**config.mk**
```make
export PLATFORM = sky130hd
export DESIGN_NAME = fp_round_stage
export DESIGN_NICKNAME = d
export VERILOG_FILES = /design/src/rtl/fp_pkg.sv /design/src/rtl/fp_round_core.sv /design/src/rtl/fp_round_stage.sv
export SDC_FILE = /design/constraint.sdc
export NUM_CORES = 1
export LEC_CHECK = 0
export BUFFER_PORTS_ARGS = -buffer_cell sky130_fd_sc_hd__buf_2
export CAP_MARGIN = 5
export CORE_ASPECT_RATIO = 1.5
export CORE_MARGIN = 3
export CORE_UTILIZATION = 55
export CTS_CLUSTER_DIAMETER = 30
export DETAILED_ROUTE_END_ITERATION = 10
export PLACE_DENSITY = 0.85
export SLEW_MARGIN = 10
export SYNTH_ARGS = -nofsm -noshare
export SYNTH_HDL_FRONTEND = slang
export SYNTH_SLANG_ARGS = --single-unit
export TNS_END_PERCENT = 1
```
**constraint.sdc**
```tcl
create_clock -name clk -period 2.1 [get_ports clk]
set_input_delay 0.105 -clock clk [delete_from_list [all_inputs] [get_ports clk]]
set_output_delay 0.105 -clock clk [all_outputs]
set_load 0.1 [all_outputs]
```
**src/rtl/fp_pkg.sv**
```systemverilog
// ============================================================================
//  Module   : fp_pkg
//  Purpose  : Single-precision constants and operand class encoding shared
//             by the rounding stage and its combinational core.
//  Revision : 1.0 - initial release
// ============================================================================
`default_nettype none

package fp_pkg;

  localparam int          BIAS   = 127;
  localparam int          EXP_W  = 8;
  localparam int          MAN_W  = 23;
  localparam int          PROD_W = 48;

  localparam logic [31:0] QNAN   = 32'h7FC0_0000;
  localparam logic [31:0] P_INF  = 32'h7F80_0000;
  localparam logic [31:0] N_INF  = 32'hFF80_0000;
  localparam logic [31:0] ZERO   = 32'h0000_0000;

  typedef enum logic [1:0] {
    FP_NORMAL = 2'b00,
    FP_ZERO   = 2'b01,
    FP_INF    = 2'b10,
    FP_NAN    = 2'b11
  } fp_class_t;

endpackage : fp_pkg

`default_nettype wire

```
**src/rtl/fp_round_core.sv**
```systemverilog
// ============================================================================
//  Module   : fp_round_core
//  Purpose  : Combinational round, carry-propagate and IEEE-754 pack of a
//             normalized significand. FP_ROUND_RNE_EN selects round-to-
//             nearest-even; otherwise the significand is truncated.
//  Revision : 1.0 - initial release
// ============================================================================
`default_nettype none

module fp_round_core
  import fp_pkg::*;
(
  input  logic              sign_i,
  input  fp_class_t         cls_i,
  input  logic [MAN_W-1:0]  mant_i,
  input  logic              guard_i,
  input  logic              sticky_i,
  input  logic signed [9:0] exp_i,
  output logic [31:0]       result_o,
  output logic              overflow_o,
  output logic              underflow_o,
  output logic              inexact_o
);

  logic              inc;
  logic [MAN_W:0]    mant_inc;
  logic signed [10:0] exp_r;

`ifdef FP_ROUND_RNE_EN
  assign inc = guard_i & (sticky_i | mant_i[0]);
`else
  assign inc = 1'b0;
`endif

  // A carry out of the 23-bit field means the significand wrapped to 1.0.
  assign mant_inc = {1'b0, mant_i} + {{MAN_W{1'b0}}, inc};
  assign exp_r    = $signed({exp_i[9], exp_i}) + $signed({10'd0, mant_inc[MAN_W]});

  always_comb begin
    result_o    = ZERO;
    overflow_o  = 1'b0;
    underflow_o = 1'b0;
    inexact_o   = 1'b0;
    unique case (cls_i)
      FP_ZERO: result_o = {sign_i, 31'h0};
      FP_INF:  result_o = sign_i ? N_INF : P_INF;
      FP_NAN:  result_o = QNAN;
      default: begin
        if (exp_r >= 11'sd255) begin
          result_o   = sign_i ? N_INF : P_INF;
          overflow_o = 1'b1;
          inexact_o  = 1'b1;
        end else if (exp_r <= 11'sd0) begin
          result_o    = {sign_i, 31'h0};
          underflow_o = 1'b1;
          inexact_o   = 1'b1;
        end else begin
          result_o  = {sign_i, exp_r[EXP_W-1:0], mant_inc[MAN_W-1:0]};
          inexact_o = guard_i | sticky_i;
        end
      end
    endcase
  end

endmodule : fp_round_core

`default_nettype wire

```
**src/rtl/fp_round_stage.sv**
```systemverilog
// ============================================================================
//  Module   : fp_round_stage
//  Purpose  : Two-stage normalize / round / pack pipeline for a single-
//             precision multiplier, with valid/ready handshake per stage.
//             Rounding mode set by FP_ROUND_RNE_EN (see fp_round_core).
//  Revision : 1.0 - initial release
// ============================================================================
`default_nettype none

module fp_round_stage
  import fp_pkg::*;
#(
  parameter int LATENCY = 2
) (
  input  logic              clk,
  input  logic              rst,
  input  logic              in_valid,
  output logic              in_ready,
  input  logic              in_sign,
  input  logic [8:0]        in_exp_sum,
  input  logic [PROD_W-1:0] in_prod,
  input  logic [1:0]        in_class,
  output logic              out_valid,
  input  logic              out_ready,
  output logic [31:0]       out_result,
  output logic              out_overflow,
  output logic              out_underflow,
  output logic              out_inexact
);

  if (LATENCY != 2) begin : g_latency_check
    $error("fp_round_stage: LATENCY must be 2");
  end

  logic              v1_q, v2_q;
  logic              ready1, ready2;

  logic              sign1_q;
  fp_class_t         cls1_q;
  logic [MAN_W-1:0]  mant1_q,   mant1_d;
  logic              guard1_q,  guard1_d;
  logic              sticky1_q, sticky1_d;
  logic signed [9:0] exp1_q,    exp1_d;
  logic [9:0]        exp_ext;

  logic [31:0]       result_q,  result_d;
  logic              ovf_q,     ovf_d;
  logic              unf_q,     unf_d;
  logic              inx_q,     inx_d;

  assign ready2   = !v2_q | out_ready;
  assign ready1   = !v1_q | ready2;
  assign in_ready = ready1;

  assign exp_ext  = {1'b0, in_exp_sum};

  // Products lie in [1,4); a set MSB means one extra binade.
  always_comb begin
    mant1_d   = in_prod[46:24];
    guard1_d  = in_prod[23];
    sticky1_d = |in_prod[22:0];
    exp1_d    = exp_ext - 10'(BIAS - 1);
    if (!in_prod[PROD_W-1]) begin
      mant1_d   = in_prod[45:23];
      guard1_d  = in_prod[22];
      sticky1_d = |in_prod[21:0];
      exp1_d    = exp_ext - 10'(BIAS);
    end
  end

  fp_round_core u_core (
    .sign_i      (sign1_q),
    .cls_i       (cls1_q),
    .mant_i      (mant1_q),
    .guard_i     (guard1_q),
    .sticky_i    (sticky1_q),
    .exp_i       (exp1_q),
    .result_o    (result_d),
    .overflow_o  (ovf_d),
    .underflow_o (unf_d),
    .inexact_o   (inx_d)
  );

  always_ff @(posedge clk) begin
    if (rst) begin
      v1_q      <= 1'b0;
      v2_q      <= 1'b0;
      sign1_q   <= 1'b0;
      cls1_q    <= FP_NORMAL;
      mant1_q   <= '0;
      guard1_q  <= 1'b0;
      sticky1_q <= 1'b0;
      exp1_q    <= '0;
      result_q  <= ZERO;
      ovf_q     <= 1'b0;
      unf_q     <= 1'b0;
      inx_q     <= 1'b0;
    end else begin
      if (ready1) begin
        v1_q <= in_valid;
        if (in_valid) begin
          sign1_q   <= in_sign;
          cls1_q    <= fp_class_t'(in_class);
          mant1_q   <= mant1_d;
          guard1_q  <= guard1_d;
          sticky1_q <= sticky1_d;
          exp1_q    <= exp1_d;
        end
      end
      // Output register only loads on a stage-2 transfer, so a stalled
      // result holds steady.
      if (ready2) begin
        v2_q <= v1_q;
        if (v1_q) begin
          result_q <= result_d;
          ovf_q    <= ovf_d;
          unf_q    <= unf_d;
          inx_q    <= inx_d;
        end
      end
    end
  end

  assign out_valid     = v2_q;
  assign out_result    = result_q;
  assign out_overflow  = ovf_q;
  assign out_underflow = unf_q;
  assign out_inexact   = inx_q;

endmodule : fp_round_stage

`default_nettype wire

```
==> impl_results.md, run 1 <==
* Worst r2r src: cls1_q[1]
* PortBufs at 100
* Hold path startpoint: in_exp_sum[8]
* Gp weighted congestion at 0.935
* PD cells at 813 nW/um^2
* Tightest Pin Transition at 0.496 ns
* Worst R2R Path Depth at 4
* Fin crit period at 1.55 ns
* Slew Viols, Final at 0
* Total clock sinks at 75
* Sequential share of the synthesized area at 0.463
* CP arrival at 1.84 ns
* Antenna cells at 0
* Final Hold Fails at 0
* FF+latch count, synth at 75
* Clk Latency, worst-skew pair at 0.35 ns
* Startpoint Class: flop
* Number of flops mapped to enable cells by yosys at 0
* Die height at 100 um
* Most frequent cells after synthesis: dfxtp_1, nor2_1, a211oi_1
* GRT Total Usage at 0.227
* Max VDD drop at 0.438 mV
* Storage cell area at 1500 um^2
* WHS Endpoint: exp1_q[9]
* Remaining Overflow, GRT at 0
* Worst R2R Setup Slack at 0.55 ns
* Mapped Cells at 337
* Total nets after synthesis at 403
* CTS Hold Bufs at 4
* Core Region at 5570 um^2
* Area occupied by multi-input gates at 1530 um^2
* Final Instance Count excl. Fillers at 508
* Initial antenna violation count at 0
* H-Tree Depth at 3
* DRC at 0
* Via count at 2824
* Routed vias/inst at 5.56
* Max Fanout on Critical Path at 22
* Fraction of registers with async set/reset at 0
* DR pass1 iterations at 4
* Cell with the most instances after synthesis: dfxtp_1
* Fmax at 645 MHz
* Resize count post-CTS at 0
* Post-route setup TNS at 0 ns
* Hold Crit Class: primary input to flop
* Root buffer cell: clkbuf_8
* Routed length per placed instance at 14.3 um
* Final core occ at 0.704
* Unrepaired setup endpoints after global routing: no
* CP Capture Type: flop
* Die area at 6870 um^2
* Synth Warn # at 0
* Post-synth top area share at 0.463
* Setup ws final at 0.549 ns
* Global-route wire length before repair at 12.0 mm
* Synth area leaders: dfxtp_1, mux2i_1, nor2_1
* Status: finished, final reports clean
* Synth area leader: dfxtp_1
* Setup violators final at 0
* Largest net degree at the start of global routing at 67
* Main synth FF type: dfxtp_1
* Worst path required time at 2.39 ns
* Routed Wire Length at 7.26 mm
* Vias in the first global route at 2754
* Syn avg cell area at 9.61 um^2
* Number of fill cells in the layout at 447
* Io pins at 101
* Starting Density at 0.581
* Share of layout cells above drive strength 1 at 0.315
* Dpl cells at 488
* TritonCTS buffer count at 9
* Post-CTS setup buffer count at 0
* Distinct cells, synth at 44
* HPWL after DPL at 5.44 mm
* Crit Path Class: flop to flop
* FF-to-FF End: out_result[1]
* Hold Crit Depth at 3
* Die X at 68.7 um
* Max cap viols at 0
* Clock slew at reported path FFs at 0.08 ns
* DRT iter0 DRCs at 161
* Clock Skew at 0.0146 ns
* CTS Buffer Depth at 2
* Fin nets at 499
* Syn-to-layout area delta at 21.2%
* Rows at 33
* CTS tree: yes
* Mapped Area at 3240 um^2
* Tcrit/Tclk final at 0.739
* Rel. slew slack at 0.670
* LEAKAGE at 1.79 nW
* Dpl ws at 0.562 ns
* Routed Antenna Nets at 0
-- worst max-delay path by stage --
stage              start        endpoint  slack [ns]  cells past startpoint
2_1_floorplan  out_valid       sticky1_q        0.09                      6
3_3_place_gp   exp1_q[3]  out_result[14]        0.66                      4
3_5_place_dp   cls1_q[1]   out_result[7]        0.56                      4
4_1_cts        cls1_q[1]   out_result[1]        0.55                      4
5_1_grt        exp1_q[8]   out_result[1]        0.41                      4
6_report       cls1_q[1]   out_result[1]        0.55                      4
-- power by group --
part           switching [mW]  total [mW]  internal (mW)
Sequential             0.0582        1.56           1.51
Combinational           0.417       0.611          0.194
Clock                   0.570        1.02          0.448
Total                    1.04        3.19           2.15
-- sequential cells by signal, indices dropped and copies added (netlist names) --
name / count
sign1_q: 1
out_valid: 1
exp1_q: 10
mant1_q: 23
guard1_q: 1
sticky1_q: 1
out_overflow: 1
v1_q: 1
cls1_q: 2
out_result: 32
out_underflow: 1
out_inexact: 1
-- cells by family after synthesis --
group	share of synthesized area
buf+inv	0.0664
compound gates	0.178
fa+ha+maj	0.00772
mux	0.0850
xor+xnor	0.0189
simple gates	0.181
flops	0.463
-- cell type report --
cell class,instances,area share
clock buffer,9,0.0316
sequential,75,0.383
timing repair buffer,111,0.154
clock inverter,7,0.0156
multi-input combinational,233,0.391
tap,70,0.0223
inverter,3,0.00287
-- per-stage QoR --
| stage | instance area, um^2 | hold slack (ns) | power, mW |
|---|---|---|---|
| 4_1_cts | 3930 | 0.0377 | 3.21 |
| 3_3_place_gp | 3700 | 0.351 | 2.18 |
| 3_5_place_dp | 3700 | 0.355 | 2.20 |
| 6_report | 3930 | 0.0587 | 3.19 |
| 5_1_grt | 3930 | 0.0656 | 3.34 |
| 2_1_floorplan | 3250 | 0.234 | 2.06 |
-- critical path, stage by stage (launching register included) --
cell	delay (ns)
dfxtp_1	0.43
nor2_1	0.20
and3_2	0.24
and4b_4	0.44
a22o_1	0.18
-- cells in the final DEF (no fill, tap or decap), drive strengths merged --
cell type    count
a211oi          30
a21oi           10
a22o            22
a22oi            1
a311oi           2
a31o             1
a31oi            2
a41oi            1
and2             2
and3             2
and4             2
and4b            1
buf            107
clkbuf           9
clkinv           2
clkinvlp         2
dfxtp           75
dlygate4sd3      4
ha               2
inv              6
mux2             1
mux2i           26
nand2           17
nand2b           1
nand3            3
nand3b           2
nand4            4
nor2            61
nor3            17
nor4             6
o21ai            3
o22ai            1
o31ai            2
or2              1
or3              1
or4              2
xnor2            3
xor2             4
-- per-layer routing --
layer | vias to the layer above | wire length, um | GRT usage
met4 | 0 | 224 | 0.112
li1 | 1418 | - | -
met5 | - | 0 | 0
met1 | 1279 | 2880 | 0.257
met2 | 107 | 3690 | 0.381
met3 | 20 | 463 | 0.0582
(Power assumes the default switching activity.)
==> run 2, diff against run 1 <==
--- a/config.mk
+++ b/config.mk
@@ -9,10 +9,10 @@
 export CAP_MARGIN = 5
 export CORE_ASPECT_RATIO = 1.5
 export CORE_MARGIN = 3
-export CORE_UTILIZATION = 55
+export CORE_UTILIZATION = 51
 export CTS_CLUSTER_DIAMETER = 30
 export DETAILED_ROUTE_END_ITERATION = 10
-export PLACE_DENSITY = 0.85
+export PLACE_DENSITY = 0.8
 export SLEW_MARGIN = 10
 export SYNTH_ARGS = -nofsm -noshare
 export SYNTH_HDL_FRONTEND = slang
==> constraint.sdc (replaced) <==
create_clock -name clk -period 1.5 [get_ports clk]
set_input_delay 0.075 -clock clk [delete_from_list [all_inputs] [get_ports clk]]
set_output_delay 0.075 -clock clk [all_outputs]
set_load 0.1 [all_outputs]
==> run 2 against run 1 <==
Effect of this change:
- the run now ends with negative setup slack left
- clock power is 50% higher
- routed wire length increased by 6.7%
- worst hold slack worse by 0.034 ns
- sequential power increased by 40%
- maximum frequency rose by 2.3%
- non-clock buffer count grew 6
- global-route usage shrank 1.4 points
- clock skew decreased by 0.0023 ns
- critical path type unchanged
- critical endpoint is now out_result[17]
- largest cell class unchanged
==> impl_results.md, run 2 (same netlist as run 1, synthesis figures left out) <==
* Status: finished with violations (was finished, final reports clean)
* Failing checks: negative setup slack
* Max Fanout on Critical Path at 6 (was 22)
* Global-route wire length before repair at 12.6 mm (was 12.0 mm)
* Via count at 2909 (was 2824)
* LEAKAGE at 1.87 nW (was 1.79 nW)
* Crit Path Class: flop to flop (unchanged)
* Clock slew at reported path FFs at 0.08 ns (about the same)
* Hold Crit Depth at 3 (unchanged)
* DR pass1 iterations at 4 (unchanged)
* Tcrit/Tclk final at 1.01 (was 0.739)
* Routed Wire Length at 7.74 mm (was 7.26 mm)
* Rel. slew slack at 0.665 (was 0.670)
* Die X at 71.1 um (was 68.7 um)
* Routed length per placed instance at 14.9 um (was 14.3 um)
* Bufs and invs on worst path at 0 (unchanged)
* Worst R2R Setup Slack at -0.02 ns (was 0.55 ns)
* Commonest cells after routing, fill and taps aside: buf_2, dfxtp_1, nor2_1 (unchanged)
* Cell breakdown of the critical path: nor4_4, a31oi_4, and4b_2, a22o_1 (was nor2_1, and3_2, and4b_4, a22o_1)
* TritonCTS buffer count at 9 (unchanged)
* Total clock sinks at 75 (unchanged)
* Share of layout cells above drive strength 1 at 0.345 (was 0.315)
* Family with the most delay on the worst path: simple AND/OR/NAND/NOR gates (unchanged)
* H-Tree Depth at 3 (unchanged)
* Commonest non-fill, non-tap cell in the layout: buf_2 (unchanged)
* Tightest Pin Transition at 0.506 ns (was 0.496 ns)
* Antenna cells at 0 (unchanged)
* Storage cell area at 1510 um^2 (was 1500 um^2)
* Final Hold Fails at 0 (unchanged)
* Final core occ at 0.687 (was 0.704)
* Rows at 34 (was 33)
* Post-route setup TNS at -0.0550 ns (was 0 ns)
* Gp weighted congestion at 0.865 (was 0.935)
* CTS tree: yes (unchanged)
* Max VDD drop at 0.619 mV (was 0.438 mV)
* PD cells at 1140 nW/um^2 (was 813 nW/um^2)
* DRC at 0 (unchanged)
* Remaining Overflow, GRT at 0 (unchanged)
* GRT Total Usage at 0.212 (was 0.227)
* Unrepaired setup endpoints after global routing: yes (was no)
* Fmax at 660 MHz (was 645 MHz)
* Syn-to-layout area delta at 26.3% (was 21.2%)
* Clock Skew at 0.0124 ns (was 0.0146 ns)
* CP Capture Type: flop (unchanged)
* Core Region at 5960 um^2 (was 5570 um^2)
* Io pins at 101 (unchanged)
* Hold Crit Class: primary input to flop (unchanged)
* Area occupied by multi-input gates at 1610 um^2 (was 1530 um^2)
* Worst path required time at 1.74 ns (was 2.39 ns)
* Die height at 104 um (was 100 um)
* Clk Latency, worst-skew pair at 0.35 ns (about the same)
* Fin crit period at 1.52 ns (was 1.55 ns)
* Worst R2R Path Depth at 4 (unchanged)
* CP arrival at 1.76 ns (was 1.84 ns)
* Slowest CP cell: dfxtp_4 (was and4b_4)
* Root buffer cell: clkbuf_8 (unchanged)
* Setup ws final at -0.0158 ns (was 0.549 ns)
* Startpoint Class: flop (unchanged)
* Largest stage delay on the critical path at 0.36 ns (was 0.44 ns)
* PortBufs at 100 (unchanged)
* Vias in the first global route at 2731 (was 2754)
* Setup violators final at 6 (was 0)
* DRT iter0 DRCs at 160 (was 161)
* Initial antenna violation count at 0 (unchanged)
* Starting Density at 0.544 (was 0.581)
* HPWL after DPL at 5.40 mm (was 5.44 mm)
* Routed Antenna Nets at 0 (unchanged)
* Number of flip-flops in the largest register at 32 (unchanged)
* Largest net degree at the start of global routing at 34 (was 67)
* Number of fill cells in the layout at 496 (was 447)
* CP Depth at 4 (unchanged)
* Die area at 7360 um^2 (was 6870 um^2)
* Max cap viols at 0 (unchanged)
* Routed vias/inst at 5.61 (was 5.56)
* Fin nets at 508 (was 499)
* CTS Buffer Depth at 2 (unchanged)
* Slew Viols, Final at 0 (unchanged)
## run 2: changes by cell type in the layout (fill, tap and decap cells not counted), moves of 2 or more
| cell | delta |
|---|---|
| and4b_2 | +3 |
| dfxtp_2 | +2 |
| buf_4 | +5 |
| dfxtp_4 | +2 |
| dfxtp_1 | -4 |
## run 2: worst min-delay path, delay by kind of cell
kind / cells / cell delay (ns)
buf+inv: 1 / 0.09
compound gates: 1 / 0.05
simple gates: 1 / 0.10
## run 2: layout make-up
| cell class | count | area share |
|---|---|---|
| Clock inverter | 7 | 0.0187 |
| Inverter | 3 | 0.00275 |
| Multi-Input combinational cell | 236 | 0.394 |
| Clock buffer | 9 | 0.0303 |
| Tap cell | 72 | 0.0220 |
| Timing Repair Buffer | 117 | 0.162 |
| Sequential cell | 75 | 0.370 |
## run 2: stage by stage
step | cells | setup WS (ns) | instance area (um^2) | hold WS, ns | power, mW
3_3_place_gp | 495 | 0.0515 | 3760 | 0.322 | 3.08
2_1_floorplan | 337 | -0.253 | 3260 | 0.204 | 2.88
5_1_grt | 519 | -0.0668 | 4090 | 0.0231 | 4.86
3_5_place_dp | 495 | -0.0171 | 3760 | 0.323 | 3.10
4_1_cts | 517 | 0.0146 | 4030 | 0.0143 | 4.64
6_report | 519 | -0.0158 | 4090 | 0.0246 | 4.65
## run 2: repair_timing
action / CTS / global route
hold buffers: 4 / 0
cloned: 2 / 1
setup buffers: 0 / 1
resized for setup: 2 / 11
endpoints found under the setup margin: 20 / 22
pin swaps: 2 / 4
hold endpoints to repair: 4 / 0
## run 2: layer usage
metal,wire [um],vias up,track usage
li1,-,1445,-
met1,3140,1343,0.255
met2,3900,101,0.343
met3,446,20,0.0475
met4,255,0,0.120
met5,0,-,0
## run 2: report_power, final
group | internal, mW | switching (mW) | leakage, nW
sequential | 2.11 | 0.0859 | 0.619
combinational | 0.304 | 0.614 | 1.15
clock | 0.778 | 0.756 | 0.0962
## run 2: worst paths after layout
check                       from        endpoint
setup reg to reg       exp1_q[7]  out_result[17]
hold reg to reg   out_result[31]  out_result[31]
hold / removal     in_exp_sum[8]       exp1_q[9]
setup / recovery       exp1_q[7]  out_result[17]
==> run 3, diff against run 2 <==
--- a/config.mk
+++ b/config.mk
@@ -13,6 +13,7 @@
 export CTS_CLUSTER_DIAMETER = 30
 export DETAILED_ROUTE_END_ITERATION = 10
 export PLACE_DENSITY = 0.8
+export RECOVER_POWER = 50
 export SLEW_MARGIN = 10
 export SYNTH_ARGS = -nofsm -noshare
 export SYNTH_HDL_FRONTEND = slang
==> run 3 against run 2 <==
Effect of this change:
- the flow still finishes with violations (negative setup slack)
- register-to-register slack is essentially flat
- maximum frequency is essentially flat
- first-iteration DRC count grew 2.5%
- largest cell class unchanged
- largest power group unchanged
==> impl_results.md, run 3 (same netlist as run 1, synthesis figures left out) <==
* Largest stage delay on the critical path at 0.36 ns (about the same)
* DRC at 0 (unchanged)
* Worst r2r src: exp1_q[7] (unchanged)
* CP arrival at 1.76 ns (about the same)
* Setup violators final at 5 (was 6)
* Status: finished with violations (unchanged)
* Number of flip-flops in the largest register at 32 (unchanged)
* Die height at 104 um (unchanged)
* DRT iter0 DRCs at 164 (was 160)
* Crit Path Class: flop to flop (unchanged)
* Slew Viols, Final at 0 (unchanged)
* Share of layout cells above drive strength 1 at 0.338 (was 0.345)
* Tcrit/Tclk final at 1.01 (about the same)
* Gp weighted congestion at 0.865 (unchanged)
* PortBufs at 100 (unchanged)
* TritonCTS buffer count at 9 (unchanged)
* Worst R2R Setup Slack at -0.01 ns (was -0.02 ns)
* Commonest cells after routing, fill and taps aside: dfxtp_1, buf_2, nor2_1 (was buf_2, dfxtp_1, nor2_1)
* Unrepaired setup endpoints after global routing: yes (unchanged)
* Antenna cells at 0 (unchanged)
* Syn-to-layout area delta at 25.3% (was 26.3%)
* Rel. slew slack at 0.624 (was 0.665)
* Routed Wire Length at 7.77 mm (was 7.74 mm)
* Number of fill cells in the layout at 505 (was 496)
* HPWL after DPL at 5.40 mm (unchanged)
* CP Capture Type: flop (unchanged)
* Total power at 4.64 mW (was 4.65 mW)
* Cell breakdown of the critical path: nor4_4, a31oi_4, and4b_2, a22o_1 (unchanged)
* Total clock sinks at 75 (unchanged)
* Initial antenna violation count at 0 (unchanged)
* Io pins at 101 (unchanged)
* Fmax at 660 MHz (about the same)
* Clock Skew at 0.0135 ns (was 0.0124 ns)
* Max VDD drop at 0.624 mV (was 0.619 mV)
* Global-route wire length before repair at 12.6 mm (unchanged)
* LEAKAGE at 1.80 nW (was 1.87 nW)
* WHS Endpoint: exp1_q[9] (unchanged)
* Final Hold Fails at 0 (unchanged)
* Worst R2R Path Depth at 4 (unchanged)
* FF-to-FF End: out_result[17] (unchanged)
* Via count at 2880 (was 2909)
* Routed Antenna Nets at 0 (unchanged)
* Fin crit period at 1.51 ns (was 1.52 ns)
* Hold path startpoint: in_exp_sum[8] (unchanged)
* Hold Crit Class: primary input to flop (unchanged)
* Routed length per placed instance at 15.0 um (was 14.9 um)
* Worst path required time at 1.75 ns (was 1.74 ns)
* Starting Density at 0.544 (unchanged)
* H-Tree Depth at 3 (unchanged)
* Fin nets at 508 (unchanged)
* Largest net degree at the start of global routing at 34 (unchanged)
* Remaining Overflow, GRT at 0 (unchanged)
* Post-route setup TNS at -0.0458 ns (was -0.0550 ns)
* DR pass1 iterations at 5 (was 4)
* Die area at 7360 um^2 (unchanged)
* Rows at 34 (unchanged)
* GRT Total Usage at 0.212 (unchanged)
* CTS tree: yes (unchanged)
* PD cells at 1140 nW/um^2 (about the same)
* Clk Latency, worst-skew pair at 0.36 ns (was 0.35 ns)
* Slowest CP cell: dfxtp_4 (unchanged)
* Vias in the first global route at 2731 (unchanged)
* Commonest non-fill, non-tap cell in the layout: dfxtp_1 (was buf_2)
* Max cap viols at 0 (unchanged)
* Die X at 71.1 um (unchanged)
* Hold Crit Depth at 3 (unchanged)
* Failing checks: negative setup slack (unchanged)
* Core Region at 5960 um^2 (unchanged)
* Tightest Pin Transition at 0.566 ns (was 0.506 ns)
* Max Fanout on Critical Path at 6 (unchanged)
* Setup ws final at -0.0148 ns (was -0.0158 ns)
* Clock slew at reported path FFs at 0.08 ns (about the same)
* Routed vias/inst at 5.55 (was 5.61)
* Root buffer cell: clkbuf_8 (unchanged)
* Startpoint Class: flop (unchanged)
* CTS Buffer Depth at 2 (unchanged)
run 3: cell count changes in the layout (fill, tap and decap cells not counted):
cell / change
buf_12: -1
buf_2: -36
buf_4: -3
buf_6: +1
clkbuf_1: +2
clkbuf_2: +37
nand3b_1: +1
nand3b_4: -1
run 3: report_power, final:
group	internal (mW)	switching, mW
registers	2.11	0.0854
clock network	0.778	0.760
logic	0.294	0.613
total	3.18	1.46
run 3: worst max-delay path: cells and delay by family (launching register included):
| kind | cells | cell delay, ns |
|---|---|---|
| AND/OR/NAND/NOR | 2 | 0.70 |
| AO/OA/AOI/OAI | 2 | 0.36 |
| flip-flops | 1 | 0.36 |
run 3: cell type report:
| type | count | area [um^2] | area share |
|---|---|---|---|
| inverter | 3 | 11.3 | 0.00277 |
| timing repair buffer | 117 | 644 | 0.159 |
| clock buffer | 9 | 124 | 0.0305 |
| clock inverter | 7 | 76.3 | 0.0188 |
| multi-input combinational | 236 | 1600 | 0.394 |
| tap | 72 | 90.1 | 0.0222 |
| sequential | 75 | 1510 | 0.373 |
run 3: metal layers:
metal | track usage | wire length (um)
met5 | 0 | 0
met4 | 0.120 | 212
met3 | 0.0475 | 416
met2 | 0.343 | 4010
met1 | 0.255 | 3140
run 3: metrics by stage:
stage          setup WS, ns  std cells  instance area (um^2)  hold WS, ns   util
3_5_place_dp        -0.0171        495                  3760        0.323  0.631
4_1_cts              0.0146        517                  4030       0.0143  0.676
3_3_place_gp         0.0515        495                  3760        0.322  0.631
2_1_floorplan        -0.253        337                  3260        0.204      -
5_1_grt             -0.0668        519                  4060       0.0231  0.682
6_report            -0.0148        519                  4060       0.0186  0.682
run 3: repair_timing:
| item | CTS | global route |
|---|---|---|
| hold buffers | 4 | 0 |
| endpoints found under the setup margin | 20 | 22 |
| pin swaps | 2 | 4 |
| resized for setup | 2 | 11 |
| cloned | 2 | 1 |
| setup buffers | 0 | 1 |
| endpoints found under the hold margin | 4 | 0 |
run 3: worst max-delay path by stage:
stage                          from        endpoint  slack, ns  depth (start not counted)
after floorplan           out_valid       sticky1_q      -0.25                          6
after global placement    exp1_q[3]  out_result[21]       0.05                          4
after detailed placement  exp1_q[7]  out_result[20]      -0.02                          4
after CTS                 exp1_q[1]   out_result[3]       0.01                          4
after global routing      exp1_q[7]   out_result[1]      -0.07                          4
final                     exp1_q[7]  out_result[17]      -0.01                          4
